<file path="config.mk">
export PLATFORM = sky130hd
export DESIGN_NAME = puerto_entrada
export DESIGN_NICKNAME = d
export VERILOG_FILES = /design/src/rtl/puerto_entrada.sv
export SDC_FILE = /design/constraint.sdc
export NUM_CORES = 1
export LEC_CHECK = 0
export ABC_AREA = 0
export CORE_ASPECT_RATIO = 1.25
export CORE_MARGIN = 8
export CORE_UTILIZATION = 53
export CTS_BUF_LIST = sky130_fd_sc_hd__clkbuf_8
export DETAILED_ROUTE_END_ITERATION = 8
export PLACE_DENSITY = 0.77
export SLEW_MARGIN = 20
export SYNTH_ARGS = -nofsm -noshare
export SYNTH_HDL_FRONTEND = slang
export SYNTH_SLANG_ARGS = --single-unit
</file>
<file path="constraint.sdc">
create_clock -name clk -period 5.9 [get_ports clk]
set_input_delay 1.77 -clock clk [delete_from_list [all_inputs] [get_ports clk]]
set_output_delay 1.77 -clock clk [all_outputs]
set_load 0.02 [all_outputs]
</file>
<file path="src/rtl/puerto_entrada.sv">
// Debounced 8-bit input port: synchronizes switch levels, accepts a level after it has
// been stable DEBOUNCE cycles, and reports masked changes and rising edges to a CPU.
module puerto_entrada #(
    parameter int unsigned DEBOUNCE = 16
) (
    input  logic       clk,
    input  logic       reset,
    input  logic [7:0] pins,
    input  logic       re,
    input  logic       we,
    input  logic [1:0] addr,
    input  logic [7:0] wd,
    output logic [7:0] rd,
    output logic       irq
);

    localparam logic [7:0] CNT_MAX = 8'(DEBOUNCE - 1);

    logic [7:0] s1_r;
    logic [7:0] s2_r;
    logic [7:0] cand_r;
    logic [7:0] cnt_r;
    logic [7:0] data_r;
    logic [7:0] mask_r;
    logic [7:0] edge_r;
    logic       nuevo_r;
    logic       overflow_r;
    logic       irq_r;

    logic       accept_s;
    logic       rd_clear_s;
    logic       nuevo_set_s;
    logic [7:0] edge_set_s;
    logic [7:0] edge_clr_s;

    // Decode the accept event and the CPU side effects for this cycle
    always_comb begin
        accept_s    = (s2_r == cand_r) && (cnt_r == CNT_MAX) && (cand_r != data_r);
        rd_clear_s  = re && (addr == 2'd0);
        nuevo_set_s = accept_s && (((cand_r ^ data_r) & mask_r) != 8'h00);
        if (accept_s) begin
            edge_set_s = cand_r & ~data_r & mask_r;
        end else begin
            edge_set_s = 8'h00;
        end
        if (we && (addr == 2'd3)) begin
            edge_clr_s = wd;
        end else begin
            edge_clr_s = 8'h00;
        end
    end

    // Synchronizer and debounce datapath
    always_ff @(posedge clk or negedge reset) begin
        if (!reset) begin
            s1_r   <= 8'h00;
            s2_r   <= 8'h00;
            cand_r <= 8'h00;
            cnt_r  <= 8'h00;
            data_r <= 8'h00;
        end else begin
            s1_r <= pins;
            s2_r <= s1_r;
            if (s2_r != cand_r) begin
                cand_r <= s2_r;
                cnt_r  <= 8'h00;
            end else if (accept_s) begin
                data_r <= cand_r;
            end else if (cnt_r != CNT_MAX) begin
                cnt_r <= cnt_r + 8'd1;
            end else begin
                cnt_r <= cnt_r;
            end
        end
    end

    // CPU-visible status, mask and edge registers; sets win over clears
    always_ff @(posedge clk or negedge reset) begin
        if (!reset) begin
            mask_r     <= 8'hFF;
            edge_r     <= 8'h00;
            nuevo_r    <= 1'b0;
            overflow_r <= 1'b0;
            irq_r      <= 1'b0;
        end else begin
            irq_r  <= nuevo_r;
            edge_r <= (edge_r & ~edge_clr_s) | edge_set_s;
            if (we && (addr == 2'd2)) begin
                mask_r <= wd;
            end else begin
                mask_r <= mask_r;
            end
            if (nuevo_set_s) begin
                nuevo_r <= 1'b1;
            end else if (rd_clear_s) begin
                nuevo_r <= 1'b0;
            end else begin
                nuevo_r <= nuevo_r;
            end
            // An accept while an unread event is pending counts as overflow
            if (rd_clear_s) begin
                overflow_r <= 1'b0;
            end else if (accept_s && nuevo_r) begin
                overflow_r <= 1'b1;
            end else begin
                overflow_r <= overflow_r;
            end
        end
    end

    // Register read mux
    always_comb begin
        case (addr)
            2'd0:    rd = data_r;
            2'd1:    rd = {6'b000000, overflow_r, nuevo_r};
            2'd2:    rd = mask_r;
            2'd3:    rd = edge_r;
            default: rd = 8'h00;
        endcase
    end

    assign irq = irq_r;

endmodule

</file>
==> results of run 1 <==
==> kinds of logic after synthesis <==
family / Yosys count / share of synthesized area (%)
flip-flops: 59 / 58.9
AND/OR/NAND/NOR: 46 / 9.66
AO/OA/AOI/OAI: 30 / 9.02
buffers and inverters: 30 / 4.91
multiplexers: 18 / 8.92
XOR/XNOR: 12 / 4.16
adder cells (fa/ha/maj): 9 / 4.46
==> area by class of cell <==
| class | instances | area [sq um] |
|---|---|---|
| clock buffers | 10 | 138 |
| well taps | 60 | 75.1 |
| clock inverters | 6 | 50.0 |
| repair buffers | 33 | 318 |
| multi-input cells | 115 | 915 |
| inverters | 16 | 60.1 |
| fillers | 378 | 1620 |
| flip-flops and latches | 59 | 1490 |
==> registers in the layout, summed over array words and instances, names as in the netlist, 8 cells and up <==
signal  flops
cand_r      8
s1_r        8
edge_r      8
s2_r        8
cnt_r       8
mask_r      8
data_r      8
==> per-stage QoR <==
step           power [uW]  cell area [sq um]
2_1_floorplan         493               2520
3_3_place_gp          533               2850
3_5_place_dp          536               2850
4_1_cts               883               3040
5_1_grt               908               3040
6_report              872               3040
==> critical path, stage by stage <==
cell and delay [ns]:
clkdlybuf4s50_1 0.55, nor2_1 0.46, a22o_1 0.24, clkdlybuf4s50_1 0.60
==> synth_stat cells (6+ instances only) <==
| cell | instances |
|---|---|
| inv_1 | 16 |
| xor2_1 | 11 |
| mux2_2 | 16 |
| a32o_1 | 8 |
| o21ai_0 | 6 |
| nor2_1 | 8 |
| dfstp_2 | 8 |
| dfrtp_1 | 51 |
| nand2_1 | 18 |
| a22o_1 | 7 |
| ha_1 | 9 |
| clkbuf_1 | 11 |
==> per-layer routing <==
layer | share of wire [%] | vias up | track usage, %
li1 | - | 773 | -
met3 | 4.7 | 8 | 4.70
met5 | 0 | - | 0
met4 | 2.3 | 0 | 7.26
met2 | 48 | 36 | 22.4
met1 | 45 | 791 | 15.7
==> worst max path at each step <==
stage | depth (start not counted) | slack, ns | startpoint | to
global route | 4 | 0.33 | addr[1] | rd[3]
detailed placement | 4 | 0.49 | addr[0] | rd[3]
global placement | 4 | 0.51 | addr[0] | rd[5]
finish | 4 | 0.51 | addr[0] | rd[3]
CTS | 4 | 0.48 | addr[0] | rd[3]
floorplan | 2 | 1.46 | addr[1] | rd[0]
==> cells in the final DEF, fill, tap and decap left out, types with 3 or more instances in the layout <==
cell / n
buf_4: 3
mux2_2: 16
nor2_1: 8
nand3_1: 4
o22ai_1: 4
dfrtp_1: 51
dfstp_2: 8
clkdlybuf4s50_1: 29
inv_1: 20
clkbuf_8: 10
ha_1: 9
nand4_1: 3
nand2_1: 18
xor2_1: 11
o21ai_0: 6
a22o_1: 7
a32o_1: 8
==> where the power goes <==
group          internal [uW]  total [uW]  switching [uW]
clock                    200         344             144
combinational           42.5        81.6            39.2
sequential               432         446            14.4
==> results_dict.tcl, run 1 <==
set metrics [dict create \
    finalWirelength_microns 4560 \
    ioPinCount 31 \
    cts.htree.levels 3 \
    ant_nets 0 \
    crit_type "primary input to primary output" \
    syn_area_per_cell_sq_um 12.4 \
    maxCapViolations 0 \
    critical_path_peak_fanout 8 \
    r2r_slack_ns 3.62 \
    wl_per_cell_microns 15.2 \
    rows 28 \
    finClkSkew_ns 0.0136 \
    holdBufCountCts 0 \
    grt_pass1_wl_microns 7910 \
    rr_startpoint "cnt_r[0]$_DFFE_PN0P_" \
    fin_crit_ns 5.39 \
    grt_pass1_vias 1709 \
    dp_slack_ns 0.493 \
    drive_gt1_share_pct 18.4 \
    yosys-top-cells-area "dfrtp_1 (51%), dfstp_2 (8.3%), mux2_2 (7.1%), ha_1 (4.5%), xor2_1 (3.8%)" \
    slew_violations 0 \
    min_delay_path_depth 0 \
    synth_largest_area_cell "dfrtp_1" \
    hold_viol_final 0 \
    rr_worst_depth 5 \
    numCtsBuffers 9 \
    via_per_inst 5.38 \
    syn-num-nets 235 \
    cp.arrival_ns 3.62 \
    vias 1608 \
    r2r-end "data_r[5]$_DFFE_PN0P_" \
    fmax_mhz 185 \
    syn-instance-count 204 \
    utilization_pct 65.3 \
    cts.sink_count 59 \
    yosysUniqueCellTypes 35 \
    first_pass_iters 4 \
    insertion_delay_ns 0.33 \
    p_leak_uw 0.00135 \
    post_cts_buffers 0 \
    place.gp.congestion 0.822 \
    startpoint_type "primary input" \
    drtIter0Drc 83 \
    n_antenna_cell 0 \
    die_area_sq_mm 0.00724 \
    synth-edff-count 0 \
    rsz0062_at_grt "no" \
    grt_max_degree 60 \
    core_region_area_sq_mm 0.00466 \
    die_y_microns 93.2 \
    async_flop_share_pct 100 \
    die_w_microns 77.7 \
    min-delay-start "s1_r[6]$_DFF_PN0_" \
    root_buffer "clkbuf_8" \
    initial_core_util_pct 54.2 \
    ir_drop_mv 0.210 \
    setup_tns_ns 0 \
    portBuffers 30 \
    synth_top_area_share_pct 50.5 \
    fin_ws_ns 0.506 \
    hpwl_microns 3250 \
    cts_buffer_depth 2 \
    setup_viol 0 \
    finalNonFillerCells 299 \
    p_per_area_mw_per_mm2 287 \
    fin_crit_sh_pct 91.4 \
    syn-cell-area_sq_mm 0.00252 \
    synth_seq_cells 59 \
    hold_slack_ns 0.345 \
    status "complete, no violations" \
    antenna_found_initial 0 \
    max-slew-margin-rel_pct 51.6 \
    cts_tree "done" \
    overflow 0 \
    synth-main-ff-cell "dfrtp_1" \
    clkTransAtPathRegs_ns 0.05 \
    finalNetCount 265 \
    crit_required_ns 4.13 \
    cts_resized 0 \
    dpl.cell_count 283 \
    yosys_warnings 0 \
    area_growth_pct 20.5 \
    drc_errors 0 \
    max_slew.worst_pin.slew_ns 0.727 \
    yosysSeqAreaShare_pct 58.9 \
    min_to "s2_r[6]$_DFF_PN0_" \
    hold_class "flip-flop to flip-flop" \
    endpoint_kind "primary output" \
    grt.total_usage_pct 13.8 \
]
Note: power is estimated with default switching activity, not from simulation.
==> run 2: changes to the inputs <==
Settings changed: CAP_MARGIN from default to 10.
==> results of run 2 <==
No change in the layout: final DEF, timing and power equal those of run 1.
==> run 3: changes to the inputs <==
Settings changed: CORE_UTILIZATION 53 to 45, PLACE_DENSITY 0.77 to 0.67, SLEW_MARGIN 20 to default.
==> run 3 against run 2 <==
Effect of this change:
- sequential power hardly changed
- power is 10% higher
- fmax is 0.84% higher
- wire length is 1.8% lower
- setup slack better by 0.045 ns
- critical path type unchanged
- count of clock-buffer cells in the layout stayed put
- largest power group unchanged
- die area is 14% higher
- non-clock buffer count is 1 lower
- worst hold slack better by 0.00051 ns
==> results_dict.tcl, run 3 (synthesized netlist as in run 1, its figures left out) <==
set metrics [dict create \
    grt_pass1_wl_microns 7700 \
    drc_errors 0 \
    grt_max_degree 60 \
    die_w_microns 83 \
    setup_viol 0 \
    wl_met3_microns 306 \
    grt_pass1_vias 1656 \
    place.gp.congestion 0.801 \
    core_region_area_sq_mm 0.00544 \
    wl_per_cell_microns 14.8 \
    drive_gt1_share_pct 19.3 \
    hold_class "flip-flop to flip-flop" \
    crit_type "primary input to primary output" \
    antenna_found_initial 0 \
    numCtsBuffers 9 \
    via_per_inst 5.18 \
    p_leak_uw 0.00136 \
    fin_crit_sh_pct 90.7 \
    cts_buffer_depth 2 \
    slew_violations 0 \
    cts_resized 0 \
    max_slew.worst_pin.slew_ns 0.745 \
    fillers 479 \
    dpl.cell_count 286 \
    setup_tns_ns 0 \
    ant_nets 0 \
    ioPinCount 31 \
    rows 30 \
    clkTransAtPathRegs_ns 0.06 \
    status "complete, no violations" \
    dp_slack_ns 0.529 \
    startpoint_type "primary input" \
    overflow 0 \
    final_common_cell "dfrtp_1" \
    cts_tree "done" \
    first_pass_iters 4 \
    root_buffer "clkbuf_8" \
    die_y_microns 99.8 \
    vias 1564 \
    endpoint_kind "primary output" \
    portBuffers 30 \
    holdBufCountCts 0 \
    hold_viol_final 0 \
    finalWirelength_microns 4470 \
    rsz0062_at_grt "no" \
    hpwl_microns 3240 \
    wl_met2_microns 2080 \
    cts.sink_count 59 \
    fin_ws_ns 0.551 \
    max-slew-margin-rel_pct 50.3 \
    critical_path_peak_fanout 11 \
    final_cell_mix "dfrtp_1 (51), clkdlybuf4s50_1 (29), nand2_1 (18)" \
    fin_crit_ns 5.35 \
    finalNetCount 264 \
    p_per_area_mw_per_mm2 311 \
    post_cts_buffers 0 \
    finClkSkew_ns 0.00911 \
    initial_core_util_pct 46.4 \
    top_layer "met4" \
    grt.total_usage_pct 11.6 \
    n_antenna_cell 0 \
    cts.htree.levels 3 \
    finalNonFillerCells 302 \
    insertion_delay_ns 0.33 \
    p_total_uw 961 \
    cp.arrival_ns 3.58 \
    ir_drop_mv 0.187 \
    crit_required_ns 4.13 \
    fmax_mhz 187 \
    drtIter0Drc 62 \
    drt-met1-wl_microns 2000 \
    maxCapViolations 0 \
    area_growth_pct 22.5 \
    die_area_sq_mm 0.00828 \
]
run 3: final cells by class:
cell class / count / area [sq um] / share of cell area (%)
flip-flops and latches: 59 / 1490 / 48.1
multi-input cells: 115 / 915 / 29.6
repair buffers: 32 / 310 / 10.0
clock buffers: 10 / 138 / 4.45
clock inverters: 6 / 104 / 3.36
well taps: 64 / 80.1 / 2.59
inverters: 16 / 60.1 / 1.94
run 3: power by group:
part	internal, uW	leakage [uW]	switching [uW]
registers	431	0.000741	14.1
clock network	289	0.000127	147
logic	42.0	0.000492	38.0
run 3: path summary, 6_finish.rpt:
path                                      startpoint               endpoint  slack [ns]  cells after the start
worst max-delay path                         addr[1]                  rd[2]        0.55                      4
worst min-delay path               s1_r[3]$_DFF_PN0_      s2_r[3]$_DFF_PN0_        0.35                      0
worst max register to register  cnt_r[0]$_DFFE_PN0P_  data_r[4]$_DFFE_PN0P_        3.61                      5
worst min register to register     s1_r[3]$_DFF_PN0_      s2_r[3]$_DFF_PN0_        0.35                      0
max in group asynchronous                      reset      s2_r[1]$_DFF_PN0_        3.85                      2
min in group asynchronous                      reset    edge_r[7]$_DFF_PN0_        1.57                      2
run 3: metrics by stage:
step	instance area, sq um	util (%)	hold slack, ns
after detailed placement	2850	52.4	0.335
final	3090	56.8	0.345
after global placement	2850	52.4	0.333
after floorplan	2520	-	0.331
after global routing	3090	56.8	0.353
after CTS	3090	56.8	0.348
run 3: worst max-delay path: stages:
cell and delay (ns):
clkdlybuf4s50_1 0.59, nor2_1 0.41, a22o_1 0.21, clkdlybuf4s50_1 0.60
run 3: per-layer routing:
metal / GRT usage, % / vias up
met4: 5.69 / 0
met5: 0 / -
met2: 18.2 / 38
li1: - / 766
met1: 12.8 / 751
met3: 5.64 / 9
